**src/rtl/axil_rr_arb2_if.sv**
```systemverilog
// AXI-Lite channel bundle for the stats-slave arbiter: one instance per upstream port and one downstream.
// master drives requests/write data and response readies; slave drives the opposite directions.
interface axil_rr_arb2_if #(
    parameter int ADDR_WIDTH = 6,
    parameter int DATA_WIDTH = 32
);
    logic [ADDR_WIDTH-1:0]   awaddr;
    logic                    awvalid;
    logic                    awready;
    logic [DATA_WIDTH-1:0]   wdata;
    logic [DATA_WIDTH/8-1:0] wstrb;
    logic                    wvalid;
    logic                    wready;
    logic [1:0]              bresp;
    logic                    bvalid;
    logic                    bready;
    logic [ADDR_WIDTH-1:0]   araddr;
    logic                    arvalid;
    logic                    arready;
    logic [DATA_WIDTH-1:0]   rdata;
    logic [1:0]              rresp;
    logic                    rvalid;
    logic                    rready;

    modport master (
        output awaddr, awvalid, wdata, wstrb, wvalid, bready, araddr, arvalid, rready,
        input  awready, wready, bresp, bvalid, arready, rdata, rresp, rvalid
    );

    modport slave (
        input  awaddr, awvalid, wdata, wstrb, wvalid, bready, araddr, arvalid, rready,
        output awready, wready, bresp, bvalid, arready, rdata, rresp, rvalid
    );
endinterface

```
**src/rtl/axil_rr_arb2.sv**
```systemverilog
// 2:1 round-robin AXI-Lite arbiter (PS GP master on s0, debug poller on s1) in front of the
// read-only stats slave. One transaction in flight; grant held from address accept to response.
module axil_rr_arb2 #(
    parameter int ADDR_WIDTH = 6,
    parameter int DATA_WIDTH = 32
) (
    input  logic             ACLK,
    input  logic             ARESETN,
    axil_rr_arb2_if.slave    s0,
    axil_rr_arb2_if.slave    s1,
    axil_rr_arb2_if.master   m,
    output logic             grant_id,
    output logic             busy
);
    localparam int SW = DATA_WIDTH / 8;
    localparam logic KIND_RD = 1'b0;
    localparam logic KIND_WR = 1'b1;

    typedef enum logic [2:0] {IDLE, RD_A, RD_R, WR_AW, WR_B} state_e;

    state_e state_q, state_d;
    logic   grant_id_q, grant_id_d;
    logic   last_id_q, last_id_d;
    logic   last_kind_q, last_kind_d;
    logic   aw_done_q, aw_done_d;
    logic   w_done_q, w_done_d;

    logic                  g_arvalid, g_awvalid, g_wvalid, g_rready, g_bready;
    logic [ADDR_WIDTH-1:0] g_araddr, g_awaddr;
    logic [DATA_WIDTH-1:0] g_wdata;
    logic [SW-1:0]         g_wstrb;

    logic                  u_arready, u_awready, u_wready, u_rvalid, u_bvalid;
    logic [DATA_WIDTH-1:0] u_rdata;
    logic [1:0]            u_rresp, u_bresp;

    logic req0, req1, sel, ar_p, aw_p, pick_wr, aw_now, w_now;

    assign req0     = s0.arvalid | s0.awvalid;
    assign req1     = s1.arvalid | s1.awvalid;
    assign grant_id = grant_id_q;
    assign busy     = (state_q != IDLE);

    always_comb begin : upstream_mux
        g_arvalid = grant_id_q ? s1.arvalid : s0.arvalid;
        g_araddr  = grant_id_q ? s1.araddr  : s0.araddr;
        g_rready  = grant_id_q ? s1.rready  : s0.rready;
        g_awvalid = grant_id_q ? s1.awvalid : s0.awvalid;
        g_awaddr  = grant_id_q ? s1.awaddr  : s0.awaddr;
        g_wvalid  = grant_id_q ? s1.wvalid  : s0.wvalid;
        g_wdata   = grant_id_q ? s1.wdata   : s0.wdata;
        g_wstrb   = grant_id_q ? s1.wstrb   : s0.wstrb;
        g_bready  = grant_id_q ? s1.bready  : s0.bready;
    end

    always_comb begin : fsm
        state_d     = state_q;
        grant_id_d  = grant_id_q;
        last_id_d   = last_id_q;
        last_kind_d = last_kind_q;
        aw_done_d   = aw_done_q;
        w_done_d    = w_done_q;
        m.araddr    = '0;
        m.arvalid   = 1'b0;
        m.rready    = 1'b0;
        m.awaddr    = '0;
        m.awvalid   = 1'b0;
        m.wdata     = '0;
        m.wstrb     = '0;
        m.wvalid    = 1'b0;
        m.bready    = 1'b0;
        u_arready   = 1'b0;
        u_awready   = 1'b0;
        u_wready    = 1'b0;
        u_rvalid    = 1'b0;
        u_rdata     = '0;
        u_rresp     = '0;
        u_bvalid    = 1'b0;
        u_bresp     = '0;
        sel         = 1'b0;
        ar_p        = 1'b0;
        aw_p        = 1'b0;
        pick_wr     = 1'b0;
        aw_now      = 1'b0;
        w_now       = 1'b0;
        case (state_q)
            IDLE: begin
                if (req0 | req1) begin
                    sel     = (req0 & req1) ? ~last_id_q : req1;
                    ar_p    = sel ? s1.arvalid : s0.arvalid;
                    aw_p    = sel ? s1.awvalid : s0.awvalid;
                    pick_wr = (ar_p & aw_p) ? ~last_kind_q : aw_p;
                    grant_id_d  = sel;
                    last_id_d   = sel;
                    last_kind_d = pick_wr ? KIND_WR : KIND_RD;
                    state_d     = pick_wr ? WR_AW : RD_A;
                end
            end
            RD_A: begin
                m.araddr  = g_araddr;
                m.arvalid = g_arvalid;
                u_arready = m.arready;
                if (g_arvalid & m.arready) state_d = RD_R;
            end
            RD_R: begin
                m.rready = g_rready;
                u_rvalid = m.rvalid;
                u_rdata  = m.rdata;
                u_rresp  = m.rresp;
                if (m.rvalid & g_rready) state_d = IDLE;
            end
            WR_AW: begin
                // AW and W each pass through once; whichever finishes first is gated off.
                if (!aw_done_q) begin
                    m.awaddr  = g_awaddr;
                    m.awvalid = g_awvalid;
                    u_awready = m.awready;
                end
                if (!w_done_q) begin
                    m.wdata  = g_wdata;
                    m.wstrb  = g_wstrb;
                    m.wvalid = g_wvalid;
                    u_wready = m.wready;
                end
                aw_now = aw_done_q | (g_awvalid & m.awready);
                w_now  = w_done_q  | (g_wvalid & m.wready);
                if (aw_now & w_now) begin
                    state_d   = WR_B;
                    aw_done_d = 1'b0;
                    w_done_d  = 1'b0;
                end else begin
                    aw_done_d = aw_now;
                    w_done_d  = w_now;
                end
            end
            WR_B: begin
                m.bready = g_bready;
                u_bvalid = m.bvalid;
                u_bresp  = m.bresp;
                if (m.bvalid & g_bready) state_d = IDLE;
            end
            default: state_d = IDLE;
        endcase
    end

    always_comb begin : downstream_route
        s0.arready = ~grant_id_q & u_arready;
        s0.awready = ~grant_id_q & u_awready;
        s0.wready  = ~grant_id_q & u_wready;
        s0.rvalid  = ~grant_id_q & u_rvalid;
        s0.rdata   = grant_id_q ? '0 : u_rdata;
        s0.rresp   = grant_id_q ? '0 : u_rresp;
        s0.bvalid  = ~grant_id_q & u_bvalid;
        s0.bresp   = grant_id_q ? '0 : u_bresp;
        s1.arready = grant_id_q & u_arready;
        s1.awready = grant_id_q & u_awready;
        s1.wready  = grant_id_q & u_wready;
        s1.rvalid  = grant_id_q & u_rvalid;
        s1.rdata   = grant_id_q ? u_rdata : '0;
        s1.rresp   = grant_id_q ? u_rresp : '0;
        s1.bvalid  = grant_id_q & u_bvalid;
        s1.bresp   = grant_id_q ? u_bresp : '0;
    end

    always_ff @(posedge ACLK) begin
        if (!ARESETN) begin
            state_q     <= IDLE;
            grant_id_q  <= 1'b0;
            last_id_q   <= 1'b1;
            last_kind_q <= KIND_WR;
            aw_done_q   <= 1'b0;
            w_done_q    <= 1'b0;
        end else begin
            state_q     <= state_d;
            grant_id_q  <= grant_id_d;
            last_id_q   <= last_id_d;
            last_kind_q <= last_kind_d;
            aw_done_q   <= aw_done_d;
            w_done_q    <= w_done_d;
        end
    end
endmodule
```
**src/flat_wrapper.sv**
```systemverilog
// flat-port wrapper written by rule: the top's interface ports become plain ports
module axil_rr_arb2_flat 
#(
    parameter int ADDR_WIDTH = 6,
    parameter int DATA_WIDTH = 32
)
  (ACLK, ARESETN, grant_id, busy, s0_awaddr, s0_awvalid, s0_wdata, s0_wstrb, s0_wvalid, s0_bready, s0_araddr, s0_arvalid, s0_rready, s0_awready, s0_wready, s0_bresp, s0_bvalid, s0_arready, s0_rdata, s0_rresp, s0_rvalid, s1_awaddr, s1_awvalid, s1_wdata, s1_wstrb, s1_wvalid, s1_bready, s1_araddr, s1_arvalid, s1_rready, s1_awready, s1_wready, s1_bresp, s1_bvalid, s1_arready, s1_rdata, s1_rresp, s1_rvalid, m_awaddr, m_awvalid, m_wdata, m_wstrb, m_wvalid, m_bready, m_araddr, m_arvalid, m_rready, m_awready, m_wready, m_bresp, m_bvalid, m_arready, m_rdata, m_rresp, m_rvalid);
  axil_rr_arb2_if #(.ADDR_WIDTH(ADDR_WIDTH), .DATA_WIDTH(DATA_WIDTH)) s0_i ();
  axil_rr_arb2_if #(.ADDR_WIDTH(ADDR_WIDTH), .DATA_WIDTH(DATA_WIDTH)) s1_i ();
  axil_rr_arb2_if #(.ADDR_WIDTH(ADDR_WIDTH), .DATA_WIDTH(DATA_WIDTH)) m_i ();
  input  logic ACLK;
  input  logic ARESETN;
  output logic grant_id;
  output logic busy;
  input wire logic [$bits(s0_i.awaddr)-1:0] s0_awaddr;
  input wire logic [$bits(s0_i.awvalid)-1:0] s0_awvalid;
  input wire logic [$bits(s0_i.wdata)-1:0] s0_wdata;
  input wire logic [$bits(s0_i.wstrb)-1:0] s0_wstrb;
  input wire logic [$bits(s0_i.wvalid)-1:0] s0_wvalid;
  input wire logic [$bits(s0_i.bready)-1:0] s0_bready;
  input wire logic [$bits(s0_i.araddr)-1:0] s0_araddr;
  input wire logic [$bits(s0_i.arvalid)-1:0] s0_arvalid;
  input wire logic [$bits(s0_i.rready)-1:0] s0_rready;
  output wire logic [$bits(s0_i.awready)-1:0] s0_awready;
  output wire logic [$bits(s0_i.wready)-1:0] s0_wready;
  output wire logic [$bits(s0_i.bresp)-1:0] s0_bresp;
  output wire logic [$bits(s0_i.bvalid)-1:0] s0_bvalid;
  output wire logic [$bits(s0_i.arready)-1:0] s0_arready;
  output wire logic [$bits(s0_i.rdata)-1:0] s0_rdata;
  output wire logic [$bits(s0_i.rresp)-1:0] s0_rresp;
  output wire logic [$bits(s0_i.rvalid)-1:0] s0_rvalid;
  input wire logic [$bits(s1_i.awaddr)-1:0] s1_awaddr;
  input wire logic [$bits(s1_i.awvalid)-1:0] s1_awvalid;
  input wire logic [$bits(s1_i.wdata)-1:0] s1_wdata;
  input wire logic [$bits(s1_i.wstrb)-1:0] s1_wstrb;
  input wire logic [$bits(s1_i.wvalid)-1:0] s1_wvalid;
  input wire logic [$bits(s1_i.bready)-1:0] s1_bready;
  input wire logic [$bits(s1_i.araddr)-1:0] s1_araddr;
  input wire logic [$bits(s1_i.arvalid)-1:0] s1_arvalid;
  input wire logic [$bits(s1_i.rready)-1:0] s1_rready;
  output wire logic [$bits(s1_i.awready)-1:0] s1_awready;
  output wire logic [$bits(s1_i.wready)-1:0] s1_wready;
  output wire logic [$bits(s1_i.bresp)-1:0] s1_bresp;
  output wire logic [$bits(s1_i.bvalid)-1:0] s1_bvalid;
  output wire logic [$bits(s1_i.arready)-1:0] s1_arready;
  output wire logic [$bits(s1_i.rdata)-1:0] s1_rdata;
  output wire logic [$bits(s1_i.rresp)-1:0] s1_rresp;
  output wire logic [$bits(s1_i.rvalid)-1:0] s1_rvalid;
  output wire logic [$bits(m_i.awaddr)-1:0] m_awaddr;
  output wire logic [$bits(m_i.awvalid)-1:0] m_awvalid;
  output wire logic [$bits(m_i.wdata)-1:0] m_wdata;
  output wire logic [$bits(m_i.wstrb)-1:0] m_wstrb;
  output wire logic [$bits(m_i.wvalid)-1:0] m_wvalid;
  output wire logic [$bits(m_i.bready)-1:0] m_bready;
  output wire logic [$bits(m_i.araddr)-1:0] m_araddr;
  output wire logic [$bits(m_i.arvalid)-1:0] m_arvalid;
  output wire logic [$bits(m_i.rready)-1:0] m_rready;
  input wire logic [$bits(m_i.awready)-1:0] m_awready;
  input wire logic [$bits(m_i.wready)-1:0] m_wready;
  input wire logic [$bits(m_i.bresp)-1:0] m_bresp;
  input wire logic [$bits(m_i.bvalid)-1:0] m_bvalid;
  input wire logic [$bits(m_i.arready)-1:0] m_arready;
  input wire logic [$bits(m_i.rdata)-1:0] m_rdata;
  input wire logic [$bits(m_i.rresp)-1:0] m_rresp;
  input wire logic [$bits(m_i.rvalid)-1:0] m_rvalid;
  assign s0_i.awaddr = s0_awaddr;
  assign s0_i.awvalid = s0_awvalid;
  assign s0_i.wdata = s0_wdata;
  assign s0_i.wstrb = s0_wstrb;
  assign s0_i.wvalid = s0_wvalid;
  assign s0_i.bready = s0_bready;
  assign s0_i.araddr = s0_araddr;
  assign s0_i.arvalid = s0_arvalid;
  assign s0_i.rready = s0_rready;
  assign s0_awready = s0_i.awready;
  assign s0_wready = s0_i.wready;
  assign s0_bresp = s0_i.bresp;
  assign s0_bvalid = s0_i.bvalid;
  assign s0_arready = s0_i.arready;
  assign s0_rdata = s0_i.rdata;
  assign s0_rresp = s0_i.rresp;
  assign s0_rvalid = s0_i.rvalid;
  assign s1_i.awaddr = s1_awaddr;
  assign s1_i.awvalid = s1_awvalid;
  assign s1_i.wdata = s1_wdata;
  assign s1_i.wstrb = s1_wstrb;
  assign s1_i.wvalid = s1_wvalid;
  assign s1_i.bready = s1_bready;
  assign s1_i.araddr = s1_araddr;
  assign s1_i.arvalid = s1_arvalid;
  assign s1_i.rready = s1_rready;
  assign s1_awready = s1_i.awready;
  assign s1_wready = s1_i.wready;
  assign s1_bresp = s1_i.bresp;
  assign s1_bvalid = s1_i.bvalid;
  assign s1_arready = s1_i.arready;
  assign s1_rdata = s1_i.rdata;
  assign s1_rresp = s1_i.rresp;
  assign s1_rvalid = s1_i.rvalid;
  assign m_awaddr = m_i.awaddr;
  assign m_awvalid = m_i.awvalid;
  assign m_wdata = m_i.wdata;
  assign m_wstrb = m_i.wstrb;
  assign m_wvalid = m_i.wvalid;
  assign m_bready = m_i.bready;
  assign m_araddr = m_i.araddr;
  assign m_arvalid = m_i.arvalid;
  assign m_rready = m_i.rready;
  assign m_i.awready = m_awready;
  assign m_i.wready = m_wready;
  assign m_i.bresp = m_bresp;
  assign m_i.bvalid = m_bvalid;
  assign m_i.arready = m_arready;
  assign m_i.rdata = m_rdata;
  assign m_i.rresp = m_rresp;
  assign m_i.rvalid = m_rvalid;
  axil_rr_arb2 #(.ADDR_WIDTH(ADDR_WIDTH), .DATA_WIDTH(DATA_WIDTH)) u_core (.ACLK(ACLK), .ARESETN(ARESETN), .s0(s0_i), .s1(s1_i), .m(m_i), .grant_id(grant_id), .busy(busy));
endmodule
```
**config.mk**
```make
export PLATFORM = sky130hd
export DESIGN_NAME = axil_rr_arb2_flat
export DESIGN_NICKNAME = d
export VERILOG_FILES = /design/src/rtl/axil_rr_arb2_if.sv /design/src/rtl/axil_rr_arb2.sv /design/src/flat_wrapper.sv
export SDC_FILE = /design/constraint.sdc
export NUM_CORES = 1
export LEC_CHECK = 0
export ABC_AREA = 1
export CORE_AREA = 2 2 110 112
export CTS_CLUSTER_DIAMETER = 150
export DETAILED_ROUTE_END_ITERATION = 7
export DIE_AREA = 0 0 112 114
export SYNTH_ARGS = -nofsm -noshare
export SYNTH_HDL_FRONTEND = slang
export SYNTH_SLANG_ARGS = --single-unit
```
**constraint.sdc**
```tcl
create_clock -name ACLK -period 1.4 [get_ports ACLK]
set_clock_uncertainty 0.05 [all_clocks]
set_input_delay 0.28 -clock ACLK [delete_from_list [all_inputs] [get_ports ACLK]]
set_output_delay 0.28 -clock ACLK [all_outputs]
set_load 0.03 [all_outputs]
```
==> results.sh, run 1 <==
export IMPL_gr_total_overflow=0
export IMPL_yosysWarnings=0
export IMPL_slowest_stage="sky130_fd_sc_hd__dfxtp_2"
export IMPL_worst_slew_pin_slew_ps=232
export IMPL_syn_mean_instance_area_sq_um=4.63
export IMPL_globalplace_congestion=0.802
export IMPL_design_die_area_sq_um=12800
export IMPL_final_common_cell="sky130_fd_sc_hd__clkdlybuf4s50_1"
export IMPL_clock_power_share_pct=5.7
export IMPL_detail_route_iter0_violations=161
export IMPL_tritoncts="yes"
export IMPL_finalWorstPathRequiredPeriod_ps=1870
export IMPL_final_core_util_pct=65.7
export IMPL_place_hpwl_um=11500
export IMPL_netlist_cell_type_count=19
export IMPL_reg2reg_slack_ps=-180
export IMPL_fillers=937
export IMPL_clk_transition_reported_paths_ps=40
export IMPL_num_antenna_cells=0
export IMPL_part_of_the_cycle_the_worst_path_needs_pct=134
export IMPL_nets=895
export IMPL_initial_utilization_pct=16.2
export IMPL_max_vdd_ir_drop_uv=1260
export IMPL_mostFrequentLayoutCells="148 x sky130_fd_sc_hd__clkdlybuf4s50_1, 128 x sky130_fd_sc_hd__nand2_1, 127 x sky130_fd_sc_hd__buf_6, 84 x sky130_fd_sc_hd__nor3_4, 56 x sky130_fd_sc_hd__inv_1"
export IMPL_worst_slew_margin_rel_pct=84.5
export IMPL_report_final_setup_viol=139
export IMPL_setup_ws_ps=-470
export IMPL_floorplan_core_area_sq_um=11700
export IMPL_r2r_start="u_core.state_q[1]$_SDFFE_PN0P_"
export IMPL_timing_hold_worst_endpoint="u_core.last_id_q$_SDFFE_PN1P_"
export IMPL_skew_pair_late_insertion_delay_ps=230
export IMPL_drc_errors=0
export IMPL_growth_of_design_area_from_synthesis_to_finish_pct=306
export IMPL_io_buffer_count=285
export IMPL_clock_tree_htree_level_count=1
export IMPL_run_status="finished, violations left"
export IMPL_r2r_cells=12
export IMPL_minimum_setup_slack_after_placement_ps=-306
export IMPL_cellPowerDensity_nw_per_um2=1140
export IMPL_ctsLongestPathBuffers=2
export IMPL_netlist_area_sq_um=1900
export IMPL_numCtsBuffers=3
export IMPL_required_time_at_the_endpoint_of_the_critical_path_ps=1070
export IMPL_timing_critical_path_fanout_max=8
export IMPL_clock_sinks=8
export IMPL_max_freq_ghz=0.535
export IMPL_vias_per_cell=4.49
export IMPL_grt_pass1_wl_um=21900
export IMPL_clock_tree_root_cell="sky130_fd_sc_hd__clkbuf_16"
export IMPL_max_cap_violations=0
export IMPL_final_hold_violations=0
export IMPL_setup_worst_path_end_class="primary output"
export IMPL_destination_of_the_worst_register_to_register_timing_path="u_core.state_q[0]$_SDFFE_PN0P_"
export IMPL_synth_yosys_seq_area_share_pct=8.45
export IMPL_rows=40
export IMPL_post_synthesis_register_bit_count=8
export IMPL_swShare_pct=53.3
export IMPL_die_width_um=112
export IMPL_via_count=4009
export IMPL_antenna_found_initial=0
export IMPL_cp_start_kind="flip-flop"
export IMPL_maxSlewViolCount=0
export IMPL_postRouteWirelength_um=14200
export IMPL_synth_net_count=558
export IMPL_failing_checks="negative setup slack"
export IMPL_min_path_type="reg -> reg"
export IMPL_synth_instances=409
export IMPL_min_from="u_core.last_id_q$_SDFFE_PN1P_"
export IMPL_grt_max_degree=29
export IMPL_timing_worst_setup_path_type="reg -> out"
export IMPL_p_int_uw=4090
export IMPL_critical_path_arrival_ps=1540
export IMPL_static_leakage_uw=0.00326
export IMPL_netSwitchingPower_uw=4660
export IMPL_layout_drive_gt1_share_pct=52.2
export IMPL_cpPeakStageDelay_ps=340
export IMPL_p_seq_share_pct=4.5
export IMPL_hold_slack_ps=450
export IMPL_hold_path_cell_count=2
export IMPL_chipHeight_um=114
export IMPL_ant_nets=0
export IMPL_setup_repair_after_global_routing_missed_its_margin="true"
export IMPL_groute_usage_overall_pct=21.1
export IMPL_post_cts_hold_buffer_count=0
export IMPL_sequence_of_cells_on_the_critical_path="nor3_4, bufinv_8, buf_12, nor3_4, buf_12"
export IMPL_fin_total_pwr_uw=8750
export IMPL_io_pins=286
export IMPL_drt_pass1_iter_count=4
export IMPL_combPwrFrac_pct=89.7
export IMPL_detail_route_wl_per_cell_um=15.9
export IMPL_first_global_vias=4063
-- worst max-delay path, delay by kind of cell (launching register included) --
family	cells	cell delay (ps)
flops	1	340
buf+inv	3	570
simple gates	2	390
-- area by class of cell --
type                            instances  area (sq um)  area share (%)
Timing Repair inverter                  3          26.3           0.341
Multi-Input combinational cell        305          2960            38.5
Inverter                               64           282            3.66
Clock buffer                            4          78.8            1.02
Timing Repair Buffer                  361          3990            51.9
Sequential cell                         8           173            2.24
Tap cell                              147           184            2.39
-- repair_timing --
item                       CTS  global route
gates cloned                 5             1
pin swaps                   18            11
buffers inserted            11             3
setup endpoints to repair  139           144
gates resized for setup    159            17
-- cell families (layout without fill, tap and decap cells) --
kind of cell	after synthesis	count (layout)	synth area share, %
AOI/OAI and AO/OA	58	58	15.6
and+or+nand+nor	247	247	55.4
buffers and inverters	96	432	20.6
DFF	8	8	8.45
-- synthesized netlist by cell type --
cell type | number | area share (%)
sky130_fd_sc_hd__inv_2 | 2 | 0.40
sky130_fd_sc_hd__buf_6 | 3 | 1.8
sky130_fd_sc_hd__o21ai_1 | 1 | 0.26
sky130_fd_sc_hd__nand3_1 | 8 | 2.1
sky130_fd_sc_hd__nor2_2 | 1 | 0.33
sky130_fd_sc_hd__clkbuf_1 | 21 | 4.2
sky130_fd_sc_hd__clkinv_1 | 2 | 0.40
sky130_fd_sc_hd__nand2_1 | 136 | 27
sky130_fd_sc_hd__o211ai_1 | 1 | 0.40
sky130_fd_sc_hd__o21ai_0 | 1 | 0.26
sky130_fd_sc_hd__inv_1 | 60 | 12
sky130_fd_sc_hd__buf_1 | 2 | 0.40
sky130_fd_sc_hd__dfxtp_1 | 8 | 8.4
sky130_fd_sc_hd__nor3_1 | 84 | 22
sky130_fd_sc_hd__nand2_2 | 2 | 0.66
sky130_fd_sc_hd__a211oi_1 | 1 | 0.40
sky130_fd_sc_hd__a21oi_1 | 54 | 14
sky130_fd_sc_hd__buf_2 | 6 | 1.6
sky130_fd_sc_hd__nor2_1 | 16 | 3.2
-- flip-flops by register name, indices dropped and copies added (netlist names) --
signal,cells
u_core.last_kind_q,1
u_core.grant_id,1
u_core.aw_done_q,1
u_core.w_done_q,1
u_core.last_id_q,1
u_core.state_q,3
-- stage by stage --
| step | setup TNS, ps | std cells | area (sq um) |
|---|---|---|---|
| floorplan | -19870 | 409 | 3690 |
| global placement | -31140 | 869 | 6790 |
| detailed placement | -34270 | 869 | 6790 |
| CTS | -53460 | 889 | 7600 |
| global route | -62390 | 892 | 7690 |
| finish | -53680 | 892 | 7690 |
-- power by group through the flow --
stage	Clock [uW]	Sequential, uW	Combinational (uW)
final	500	398	7850
after global routing	518	405	8290
after CTS	504	399	7730
after detailed placement	0	369	6890
after global placement	0	365	6810
after floorplan	0	367	4590
-- worst max-delay path by stage --
stage | startpoint | endpoint | slack (ps) | depth (start not counted)
floorplan | u_core.grant_id$_SDFFE_PN0P_ | s1_rdata[21] | -210 | 6
CTS | u_core.state_q[0]$_SDFFE_PN0P_ | s1_rdata[31] | -480 | 5
global route | u_core.state_q[2]$_SDFFE_PN0P_ | m_wstrb[0] | -530 | 7
detailed placement | s0_awvalid | m_awvalid | -310 | 6
global placement | s0_awvalid | m_awvalid | -310 | 6
finish | u_core.state_q[2]$_SDFFE_PN0P_ | s1_rdata[3] | -470 | 5
-- metal layers --
layer	share of wire [%]	track usage, %	vias up
met2	54	40.1	159
met1	38	25.7	1850
met3	6.9	3.67	13
met5	0	0	-
li1	-	-	1987
met4	1.1	2.36	0
Power figures use the tool's default switching activity.
==> inputs of run 2 (changes only) <==
--- a/config.mk
+++ b/config.mk
@@ -10,6 +10,7 @@
 export CTS_CLUSTER_DIAMETER = 150
 export DETAILED_ROUTE_END_ITERATION = 7
 export DIE_AREA = 0 0 112 114
+export SLEW_MARGIN = 0
 export SYNTH_ARGS = -nofsm -noshare
 export SYNTH_HDL_FRONTEND = slang
 export SYNTH_SLANG_ARGS = --single-unit
==> results of run 2 <==
Final layout, timing and power as in run 1 (identical DEF).
==> inputs of run 3 (changes only) <==
--- a/config.mk
+++ b/config.mk
@@ -10,6 +10,7 @@
 export CTS_CLUSTER_DIAMETER = 150
 export DETAILED_ROUTE_END_ITERATION = 7
 export DIE_AREA = 0 0 112 114
+export SETUP_SLACK_MARGIN = 0.05
 export SLEW_MARGIN = 0
 export SYNTH_ARGS = -nofsm -noshare
 export SYNTH_HDL_FRONTEND = slang
==> results.sh, run 3 (same netlist as run 1, synthesis figures left out) <==
export IMPL_ant_nets=0
export IMPL_timing_critical_path_fanout_max=6
export IMPL_place_hpwl_um=11600
export IMPL_clock_tree_root_cell="sky130_fd_sc_hd__clkbuf_16"
export IMPL_tritoncts="yes"
export IMPL_detail_route_iter0_violations=202
export IMPL_slowest_stage="sky130_fd_sc_hd__dfxtp_4"
export IMPL_mostFrequentLayoutCells="146 x sky130_fd_sc_hd__clkdlybuf4s50_1, 135 x sky130_fd_sc_hd__buf_6, 131 x sky130_fd_sc_hd__nand2_1, 83 x sky130_fd_sc_hd__nor3_4, 54 x sky130_fd_sc_hd__inv_1"
export IMPL_ctsLongestPathBuffers=2
export IMPL_nets=906
export IMPL_swShare_pct=52.0
export IMPL_setup_repair_after_global_routing_missed_its_margin="true"
export IMPL_worst_slew_margin_rel_pct=82.4
export IMPL_skew_pair_late_insertion_delay_ps=240
export IMPL_final_core_util_pct=68.4
export IMPL_cellPowerDensity_nw_per_um2=1160
export IMPL_min_from="u_core.last_id_q$_SDFFE_PN1P_"
export IMPL_max_cap_violations=0
export IMPL_max_freq_ghz=0.544
export IMPL_worst_slew_pin_slew_ps=263
export IMPL_clock_tree_htree_level_count=1
export IMPL_final_common_cell="sky130_fd_sc_hd__clkdlybuf4s50_1"
export IMPL_fillers=914
export IMPL_destination_of_the_worst_register_to_register_timing_path="u_core.state_q[0]$_SDFFE_PN0P_"
export IMPL_sequence_of_cells_on_the_critical_path="inv_4, nor3_4, buf_6, buf_12, inv_12, buf_8, nor3_4, buf_6"
export IMPL_setup_worst_path_end_class="primary output"
export IMPL_reg2reg_slack_ps=-120
export IMPL_maxSlewViolCount=0
export IMPL_setup_ws_ps=-440
export IMPL_run_status="finished, violations left"
export IMPL_via_count=4113
export IMPL_groute_usage_overall_pct=21.5
export IMPL_placed_area_sq_um=6740
export IMPL_grt_max_degree=21
export IMPL_clk_transition_reported_paths_ps=40
export IMPL_io_pins=286
export IMPL_finalWorstPathRequiredPeriod_ps=1840
export IMPL_gr_total_overflow=0
export IMPL_p_int_uw=4450
export IMPL_wl_met2_um=8160
export IMPL_antenna_found_initial=1
export IMPL_design_die_area_sq_um=12800
export IMPL_chipHeight_um=114
export IMPL_hold_path_cell_count=2
export IMPL_required_time_at_the_endpoint_of_the_critical_path_ps=1070
export IMPL_part_of_the_cycle_the_worst_path_needs_pct=131
export IMPL_layout_drive_gt1_share_pct=52.8
export IMPL_failing_checks="negative setup slack"
export IMPL_largest_register_ffs=3
export IMPL_r2r_cells=12
export IMPL_largest_register="u_core.state_q"
export IMPL_m1_wire_length_um=5750
export IMPL_report_final_setup_viol=140
export IMPL_growth_of_design_area_from_synthesis_to_finish_pct=322
export IMPL_fin_total_pwr_uw=9260
export IMPL_static_leakage_uw=0.00342
export IMPL_cpPeakStageDelay_ps=370
export IMPL_floorplan_core_area_sq_um=11700
export IMPL_timing_worst_setup_path_type="reg -> out"
export IMPL_met3_wirelength_um=850
export IMPL_globalplace_congestion=0.873
export IMPL_min_path_type="reg -> reg"
export IMPL_vias_per_cell=4.55
export IMPL_final_hold_violations=0
export IMPL_postRouteWirelength_um=15100
export IMPL_p_seq_share_pct=4.5
export IMPL_io_buffer_count=285
export IMPL_combPwrFrac_pct=90.1
export IMPL_minimum_setup_slack_after_placement_ps=-328
export IMPL_drc_errors=0
export IMPL_clock_power_share_pct=5.4
export IMPL_top_signal_layer_used="met4"
export IMPL_critical_path_arrival_ps=1510
export IMPL_postLayoutCellArea_sq_um=8010
export IMPL_clock_sinks=8
export IMPL_detail_route_wl_per_cell_um=16.7
export IMPL_netSwitchingPower_uw=4810
export IMPL_max_vdd_ir_drop_uv=968
export IMPL_rows=40
export IMPL_r2r_start="u_core.state_q[2]$_SDFFE_PN0P_"
export IMPL_timing_hold_worst_endpoint="u_core.last_id_q$_SDFFE_PN1P_"
export IMPL_first_global_vias=3954
export IMPL_drt_pass1_iter_count=5
export IMPL_numCtsBuffers=3
export IMPL_cp_start_kind="flip-flop"
export IMPL_die_width_um=112
export IMPL_grt_pass1_wl_um=22100
export IMPL_initial_utilization_pct=16.2
## run 3: cell count changes in the layout (fill, tap and decap cells not counted), moves of 2 or more
cell and change:
sky130_fd_sc_hd__buf_16 +2, sky130_fd_sc_hd__clkdlybuf4s50_1 -2, sky130_fd_sc_hd__dlymetal6s2s_1 +2, sky130_fd_sc_hd__inv_8 +3, sky130_fd_sc_hd__nand2_2 -4, sky130_fd_sc_hd__inv_2 +2, sky130_fd_sc_hd__clkinv_4 -2, sky130_fd_sc_hd__buf_6 +8
sky130_fd_sc_hd__clkbuf_16 +6, sky130_fd_sc_hd__inv_1 -2, sky130_fd_sc_hd__buf_8 +4, sky130_fd_sc_hd__buf_4 -10, sky130_fd_sc_hd__nand2_1 +3
## run 3: repair_timing
action | in CTS | in global routing
hold buffers | 0 | 0
gates resized for setup | 134 | 63
endpoints found under the setup margin | 142 | 143
cloned | 5 | 10
buffers inserted | 9 | 12
pin swaps | 10 | 17
## run 3: stage by stage
step	setup TNS (ps)	std cells	hold slack, ps
after floorplan	-19850	409	314
after global placement	-30340	863	407
after detailed placement	-33540	863	419
after CTS	-53340	881	438
after global routing	-60340	904	471
final	-51570	904	441
## run 3: worst max path at each step
stage / startpoint / endpoint / slack (ps) / cells after the start
floorplan: u_core.grant_id$_SDFFE_PN0P_ / s1_rdata[21] / -210 / 6
global placement: s0_awvalid / m_awvalid / -320 / 6
detailed placement: s0_awvalid / m_awvalid / -330 / 6
CTS: u_core.state_q[0]$_SDFFE_PN0P_ / s1_rvalid / -470 / 7
global route: u_core.state_q[2]$_SDFFE_PN0P_ / m_wdata[31] / -510 / 7
finish: u_core.state_q[1]$_SDFFE_PN0P_ / s0_rdata[27] / -440 / 8
## run 3: final cells by class
type / count / area [sq um] / area share [%]
Multi-Input combinational cell: 305 / 2950 / 36.8
Timing Repair Buffer: 371 / 4290 / 53.6
Inverter: 64 / 285 / 3.56
Tap cell: 147 / 184 / 2.30
Sequential cell: 8 / 173 / 2.16
Clock buffer: 4 / 78.8 / 0.985
Timing Repair inverter: 4 / 47.5 / 0.594
Antenna cell: 1 / 2.50 / 0.0313
## run 3: power by group through the flow
stage,Clock (uW),Sequential [uW],Combinational (uW)
2_1_floorplan,0,367,4600
3_3_place_gp,0,370,6710
3_5_place_dp,0,374,6780
4_1_cts,506,411,7620
5_1_grt,526,429,8810
6_report,501,415,8350
## run 3: critical path: cells and delay by family, from the launching register on
family                 cells  cell delay [ps]
DFF                        1              370
and+or+nand+nor            2              270
buffers and inverters      6              640
## run 3: metal layers
layer / global-route usage (%) / vias to the layer above
li1: - / 2021
met1: 27.2 / 1901
met2: 39.8 / 166
met3: 2.71 / 25
met4: 3.82 / 0
met5: 0 / -
